## config.mk

```make
export PLATFORM = sky130hd
export DESIGN_NAME = gray2rgb_serializer_flat
export DESIGN_NICKNAME = d
export VERILOG_FILES = /design/src/rtl/gray2rgb_serializer_if.sv /design/src/rtl/gray2rgb_serializer.sv /design/src/flat_wrapper.sv
export SDC_FILE = /design/constraint.sdc
export NUM_CORES = 1
export LEC_CHECK = 0
export CORE_MARGIN = 2
export CORE_UTILIZATION = 35
export DETAILED_ROUTE_END_ITERATION = 12
export GPL_TIMING_DRIVEN = 0
export MAX_ROUTING_LAYER = met4
export PLACE_DENSITY_LB_ADDON = 0.08
export SLEW_MARGIN = 20
export SYNTH_ARGS = -nofsm -noshare
export SYNTH_HDL_FRONTEND = slang
export SYNTH_SLANG_ARGS = --single-unit
export TNS_END_PERCENT = 30
```

## constraint.sdc

```tcl
create_clock -name clk_i -period 5.9 [get_ports clk_i]
set_input_delay 0.885 -clock clk_i [delete_from_list [all_inputs] [get_ports clk_i]]
set_output_delay 0.885 -clock clk_i [all_outputs]
set_load 0.005 [all_outputs]
```

## src/rtl/gray2rgb_serializer_if.sv

```systemverilog
// gray2rgb_serializer_if: gray pixel input stream and serial colour component output stream
interface gray2rgb_serializer_if #(
    parameter int COLOR_SIZE = 8,
    parameter int COUNT_SIZE = 16
);
    logic [COLOR_SIZE-1:0] GrayColor_i;
    logic                  GrayValid_i;
    logic                  GrayReady_o;
    logic [COLOR_SIZE+1:0] RgbColor_o;
    logic                  RgbValid_o;
    logic                  RgbReady_i;
    logic [1:0]            ComponentIdx_o;
    logic                  PixelLast_o;
    logic [COUNT_SIZE-1:0] PixelCount_o;
    modport master (
        output GrayColor_i, GrayValid_i, RgbReady_i,
        input  GrayReady_o, RgbColor_o, RgbValid_o, ComponentIdx_o, PixelLast_o, PixelCount_o
    );
    modport slave (
        input  GrayColor_i, GrayValid_i, RgbReady_i,
        output GrayReady_o, RgbColor_o, RgbValid_o, ComponentIdx_o, PixelLast_o, PixelCount_o
    );
endinterface

```

## src/rtl/gray2rgb_serializer.sv

```systemverilog
// gray2rgb_serializer: replicates each gray pixel as zero-extended R, G, B components, one per transfer
module gray2rgb_serializer #(
    parameter int COLOR_SIZE = 8,
    parameter int COUNT_SIZE = 16
) (
    input logic                 clk_i,
    input logic                 rst_i,
    input logic                 clear_i,
    gray2rgb_serializer_if.slave bus
);
    typedef enum logic [1:0] {IDLE, SEND_R, SEND_G, SEND_B} state_t;
    state_t                state_q, state_d;
    logic [COLOR_SIZE-1:0] hold_q, hold_d;
    logic [COUNT_SIZE-1:0] count_q, count_d;
    logic                  busy, in_xfer, out_xfer;
    always_comb begin
        busy = state_q != IDLE;
        bus.GrayReady_o = !rst_i && !clear_i && (state_q == IDLE || (state_q == SEND_B && bus.RgbReady_i));
        in_xfer = bus.GrayValid_i && bus.GrayReady_o;
        out_xfer = busy && bus.RgbReady_i;
        // a new pixel accepted in SEND_B chains straight into SEND_R without an idle bubble
        state_d = in_xfer ? SEND_R : !out_xfer ? state_q : state_q == SEND_B ? IDLE : state_t'(state_q + 2'd1);
        hold_d = in_xfer ? bus.GrayColor_i : hold_q;
        count_d = out_xfer && state_q == SEND_B ? count_q + COUNT_SIZE'(1) : count_q;
        bus.RgbValid_o = busy;
        bus.RgbColor_o = busy ? {2'b00, hold_q} : '0;
        bus.ComponentIdx_o = busy ? state_q - 2'd1 : 2'd0;
        bus.PixelLast_o = state_q == SEND_B;
        bus.PixelCount_o = count_q;
    end
    always_ff @(posedge clk_i) begin
        if (rst_i || clear_i) begin
            state_q <= IDLE;
            hold_q  <= '0;
            count_q <= '0;
        end else begin
            state_q <= state_d;
            hold_q  <= hold_d;
            count_q <= count_d;
        end
    end
endmodule
```

## src/flat_wrapper.sv

```systemverilog
// flat-port wrapper written by rule: the top's interface ports become plain ports
module gray2rgb_serializer_flat 
#(
    parameter int COLOR_SIZE = 8,
    parameter int COUNT_SIZE = 16
)
  (clk_i, rst_i, clear_i, bus_GrayColor_i, bus_GrayValid_i, bus_RgbReady_i, bus_GrayReady_o, bus_RgbColor_o, bus_RgbValid_o, bus_ComponentIdx_o, bus_PixelLast_o, bus_PixelCount_o);
  gray2rgb_serializer_if #(.COLOR_SIZE(COLOR_SIZE), .COUNT_SIZE(COUNT_SIZE)) bus_i ();
  input logic clk_i;
  input logic rst_i;
  input logic clear_i;
  input wire logic [$bits(bus_i.GrayColor_i)-1:0] bus_GrayColor_i;
  input wire logic [$bits(bus_i.GrayValid_i)-1:0] bus_GrayValid_i;
  input wire logic [$bits(bus_i.RgbReady_i)-1:0] bus_RgbReady_i;
  output wire logic [$bits(bus_i.GrayReady_o)-1:0] bus_GrayReady_o;
  output wire logic [$bits(bus_i.RgbColor_o)-1:0] bus_RgbColor_o;
  output wire logic [$bits(bus_i.RgbValid_o)-1:0] bus_RgbValid_o;
  output wire logic [$bits(bus_i.ComponentIdx_o)-1:0] bus_ComponentIdx_o;
  output wire logic [$bits(bus_i.PixelLast_o)-1:0] bus_PixelLast_o;
  output wire logic [$bits(bus_i.PixelCount_o)-1:0] bus_PixelCount_o;
  assign bus_i.GrayColor_i = bus_GrayColor_i;
  assign bus_i.GrayValid_i = bus_GrayValid_i;
  assign bus_i.RgbReady_i = bus_RgbReady_i;
  assign bus_GrayReady_o = bus_i.GrayReady_o;
  assign bus_RgbColor_o = bus_i.RgbColor_o;
  assign bus_RgbValid_o = bus_i.RgbValid_o;
  assign bus_ComponentIdx_o = bus_i.ComponentIdx_o;
  assign bus_PixelLast_o = bus_i.PixelLast_o;
  assign bus_PixelCount_o = bus_i.PixelCount_o;
  gray2rgb_serializer #(.COLOR_SIZE(COLOR_SIZE), .COUNT_SIZE(COUNT_SIZE)) u_core (.clk_i(clk_i), .rst_i(rst_i), .clear_i(clear_i), .bus(bus_i));
endmodule
```

Yosys cells after proc, flatten, opt, wreduce, memory -nomap -nowiden. Index checks and enable logic that the tools add are counted.

Register bits: 26. Bits in latches: 0. RAM bits: 0. ROM bits: 0. Output and inout bits: 31. Word-level logic and storage cells: 27. Memories kept: 0.

Add/subtract/negate cells: 3. $mul: 0. Div/mod/pow operators: 0. Order comparisons: 0. Equality and inequality tests: 1. Shifts and indexed selects: 0. Multiplexer cells: 5. Bitwise operators: 0. Reduce and logical (&&, ||, !) cells: 14.

Operator list (count): $add A16 B1 Y16 const B (1); $mux W8 (1); $logic_and A1 B1 Y1 (6); $mux W2 (2); $reduce_bool A2 Y1 (2); $add A2 B1 Y2 const B (1); $eq A2 B2 Y1 const B (1); $logic_not A1 Y1 (2); $logic_not A2 Y1 (1); $logic_or A1 B1 Y1 (2); $mux W1 (2); $reduce_or A2 Y1 (1); $sub A2 B1 Y2 const B (1).

Logic depth before layout (Yosys ltp). Gate-level depths: netlist of the first run.

Word-level depth: 6. Gate-level depth with buffers: 7.

Least setup slack after synthesis of the first run. No wires, ideal clock.

Path kind: in2out. From: input clear_i. To: output bus_GrayReady_o. Data arrival time: 1.679 ns. Setup slack: 3.336 ns. Cell stages on the path: 4. Path buffers: 2. Path through: or2_2 > clkbuf_1 > clkbuf_1 > nor2_1.

Cells in the longest elaborated chain, start to end: 3.

Ends and longest elaborated chain: from (decl) (RTL line flat_wrapper.sv:11) `input logic clear_i;`; $logic_not A1 Y1 (RTL line gray2rgb_serializer.sv:18) `bus.GrayReady_o = !rst_i && !clear_i && (state_q == IDLE || (state_q == SEND_B && bus.RgbReady_i));`; $logic_and A1 B1 Y1 (2 in series) (RTL line gray2rgb_serializer.sv:18); to (decl) (RTL line flat_wrapper.sv:15) `output wire logic [$bits(bus_i.GrayReady_o)-1:0] bus_GrayReady_o;`.

Every way passes these cells.

Worst setup path after layout of the first run. Same ends and word-level chain as after synthesis.

==> results of run 1 <==
## stage by stage
| stage | std cells | util | power [mW] | area, µm² | hold WS, ns |
|---|---|---|---|---|---|
| 3_3_place_gp | 238 | 0.5079 | 0.2099 | 1722 | 0.4495 |
| 2_1_floorplan | 151 | - | 0.1956 | 1254 | 0.4358 |
| 6_report | 242 | 0.5234 | 0.3292 | 1774 | 0.4821 |
| 4_1_cts | 242 | 0.5234 | 0.3342 | 1774 | 0.4840 |
| 5_1_grt | 242 | 0.5234 | 0.3484 | 1774 | 0.5123 |
| 3_5_place_dp | 238 | 0.5079 | 0.2107 | 1722 | 0.4545 |
## cells in the final DEF (no fill, tap or decap), types with 2 or more instances in the layout
master	count
xor2_1	5
nand3_1	13
and3_1	3
xnor2_1	5
and4_1	2
buf_4	2
nor2_1	17
inv_1	11
nand4_1	3
nor3_1	4
nand2_1	5
dfxtp_1	26
conb_1	2
clkdlybuf4s50_1	41
clkbuf_4	3
o21ai_0	13
nor2b_1	8
ha_1	5
or3_1	5
a21oi_1	8
clkbuf_1	5
## sequential cells by signal, summed over array words and instances (netlist names)
name / count
u_core.hold_q: 8
u_core.bus.PixelCount_o: 16
u_core.state_q: 2
## cell usage after synthesis
cell type / number / area share
dfxtp_1: 26 / 0.42
nor2_1: 17 / 0.051
nand3_1: 13 / 0.052
o21ai_0: 13 / 0.052
inv_1: 11 / 0.033
a21oi_1: 8 / 0.032
nor2b_1: 8 / 0.040
clkbuf_1: 5 / 0.015
ha_1: 5 / 0.050
nand2_1: 5 / 0.015
or3_1: 5 / 0.025
xnor2_1: 5 / 0.035
xor2_1: 5 / 0.035
nor3_1: 4 / 0.016
and3_1: 3 / 0.015
nand4_1: 3 / 0.015
and4_1: 2 / 0.014
buf_4: 2 / 0.012
a21boi_0: 1 / 0.0060
a31o_2: 1 / 0.0070
and4b_2: 1 / 0.0090
conb_1: 1 / 0.0030
mux2i_1: 1 / 0.0080
nand3b_1: 1 / 0.0060
nand3b_4: 1 / 0.016
nor4_1: 1 / 0.0050
or2_2: 1 / 0.0050
or4b_4: 1 / 0.011
## final timing paths
path | cells past startpoint | from | slack [ns] | endpoint
max | 6 | clear_i | 2.24 | bus_GrayReady_o
min reg2reg | 2 | u_core.hold_q[5]$_SDFFE_PP0P_ | 0.48 | u_core.hold_q[5]$_SDFFE_PP0P_
max reg2reg | 6 | u_core.state_q[0]$_SDFFE_PP0P_ | 3.72 | u_core.bus.PixelCount_o[15]$_SDFFE_PP0P_
min | 2 | u_core.hold_q[5]$_SDFFE_PP0P_ | 0.48 | u_core.hold_q[5]$_SDFFE_PP0P_
## worst reg2reg max path: cells and delay by family (launching register included)
| kind | cells | cell delay, ns |
|---|---|---|
| simple gates | 3 | 1.18 |
| flops | 1 | 0.46 |
| buf+inv | 1 | 0.10 |
| fa+ha+maj | 1 | 0.26 |
| compound gates | 1 | 0.13 |
## metal layers
| metal | track usage | up-vias | part of all wire |
|---|---|---|---|
| li1 | - | 596 | - |
| met1 | 0.2024 | 512 | 0.49 |
| met2 | 0.2671 | 23 | 0.46 |
| met3 | 0.02993 | 2 | 0.035 |
| met4 | 0.04891 | 0 | 0.0068 |
| met5 | - | - | 0 |
## layout make-up
type,count,area share
sequential,26,0.2934
tap,46,0.03244
timing repair buffer,41,0.2313
multi-input combinational,107,0.3709
clock inverter,1,0.01693
clock buffer,3,0.01269
buffer,7,0.01904
inverter,11,0.02327
## power by group
part,total [mW],internal [mW],switching [mW]
Clock,0.123,0.0687,0.0539
Sequential,0.180,0.178,0.00154
Combinational,0.0269,0.0147,0.0122
Total,0.329,0.262,0.0677
## logic make-up (layout without fill, tap and decap cells)
kind of cell	count (synthesis)	after routing	share of synthesized area
buffers and inverters	18	63	0.06006
xor gates and xnor gates	10	10	0.07007
other	1	2	0.003000
DFF	26	26	0.4164
adders and majority gates	5	5	0.05005
and+or+nand+nor	66	66	0.2953
muxes	1	1	0.008008
AOI/OAI and AO/OA	23	23	0.09710
==> results.sh, run 1 <==
export IMPL_power_density_mw_per_mm2=185.6
export IMPL_cts_max_level=1
export IMPL_ys_ff_latch=26
export IMPL_dp_slack_ns=2.215
export IMPL_gp_congestion=0.7515
export IMPL_grt_pass1_wl_um=5202
export IMPL_wire_per_inst_um=11.61
export IMPL_antenna_found_initial=0
export IMPL_slowest_stage="clkdlybuf4s50_1"
export IMPL_path_clk_slew_ns=0.13
export IMPL_hpwl_um=2155
export IMPL_tns_ns=0
export IMPL_fin_nets=215
export IMPL_grt_pass1_vias=1189
export IMPL_drv_slew=0
export IMPL_critPathRequiredTime_ns=5.02
export IMPL_fin_crit_sh=0.6198
export IMPL_critical_path_class="in -> out"
export IMPL_fp_dieH_um=63.76
export IMPL_cp_start_kind="input pin"
export IMPL_cp_top_family="buffers and inverters"
export IMPL_io_buffers=41
export IMPL_fmax_mhz=273.4
export IMPL_clk_latency_ns=0.32
export IMPL_tightestPinTransition_ns=0.6472
export IMPL_ant_nets=0
export IMPL_grt_max_degree=16
export IMPL_ys_types=28
export IMPL_num_vias=1133
export IMPL_yosysWarnings=0
export IMPL_layout_drive_gt1_share=0.05612
export IMPL_arrival_ns=2.77
export IMPL_fin_worst_skew_ns=0.01494
export IMPL_finalHoldViolCount=0
export IMPL_syn_cell_area_mm2=0.001250
export IMPL_max_vdd_ir_drop_v=0.0001426
export IMPL_dieArea_mm2=0.004065
export IMPL_cts_root_buffer="clkbuf_4"
export IMPL_post_cts_buffers=0
export IMPL_drtIter0Drc=40
export IMPL_cts_hold_buf=0
export IMPL_cpPeakStageDelay_ns=0.51
export IMPL_multi_input_area_um2=658.1
export IMPL_core_area_mm2=0.003390
export IMPL_track_usage=0.1619
export IMPL_cap_violations=0
export IMPL_grt_overflow=0
export IMPL_die_w_um=63.76
export IMPL_avgSynthCellArea_um2=8.333
export IMPL_rows=21
export IMPL_setup_viol=0
export IMPL_relSlewSlack=0.5669
export IMPL_cts_tree="yes"
export IMPL_worst_setup_path_end_kind="output pin"
export IMPL_outcome="complete, no violations"
export IMPL_cts_buffers=3
export IMPL_dr_pass1_iters=4
export IMPL_drc=0
export IMPL_crit_fanout=10
export IMPL_ys_seq_area_frac=0.4164
export IMPL_finalWorstSetupSlack_ns=2.243
export IMPL_area_growth_pct=41.94
export IMPL_crit_buf_inv=4
export IMPL_vias_per_cell=4.682
export IMPL_crit_chain="clkdlybuf4s50_1, or2_2, clkbuf_1, clkbuf_1, nor2_1, clkdlybuf4s50_1"
export IMPL_clock_path_buffers=2
export IMPL_ctsResizeCount=0
export IMPL_postSynthCellCount=150
export IMPL_clock_sinks=26
export IMPL_start_util=0.3688
export IMPL_leakage_nw=0.6692
export IMPL_seq_area_um2=520.5
export IMPL_fill_cells=340
export IMPL_hp_class="reg -> reg"
export IMPL_antenna_cells=0
export IMPL_rsz0062_at_grt="no"
export IMPL_io_pin_count=44
export IMPL_wl_um=2809
export IMPL_post_route_min_period_ns=3.657
Power figures use the tool's default switching activity.
==> inputs of run 2 (changes only) <==
==> constraint.sdc (replaced) <==
create_clock -name clk_i -period 3.49 [get_ports clk_i]
set_input_delay 0.5235 -clock clk_i [delete_from_list [all_inputs] [get_ports clk_i]]
set_output_delay 0.5235 -clock clk_i [all_outputs]
set_load 0.005 [all_outputs]
==> results of run 2 <==
The final DEF is identical to that of run 1. Status: complete, no violations.
Among the figures that moved: setup slack after placement 2.215 ns -> 0.5282 ns; setup slack after layout 2.243 ns -> 0.5560 ns; register-to-register setup slack 3.72 ns -> 1.31 ns; total power 0.3292 mW -> 0.5565 mW; worst IR drop on VDD 0.0001426 V -> 0.0002410 V
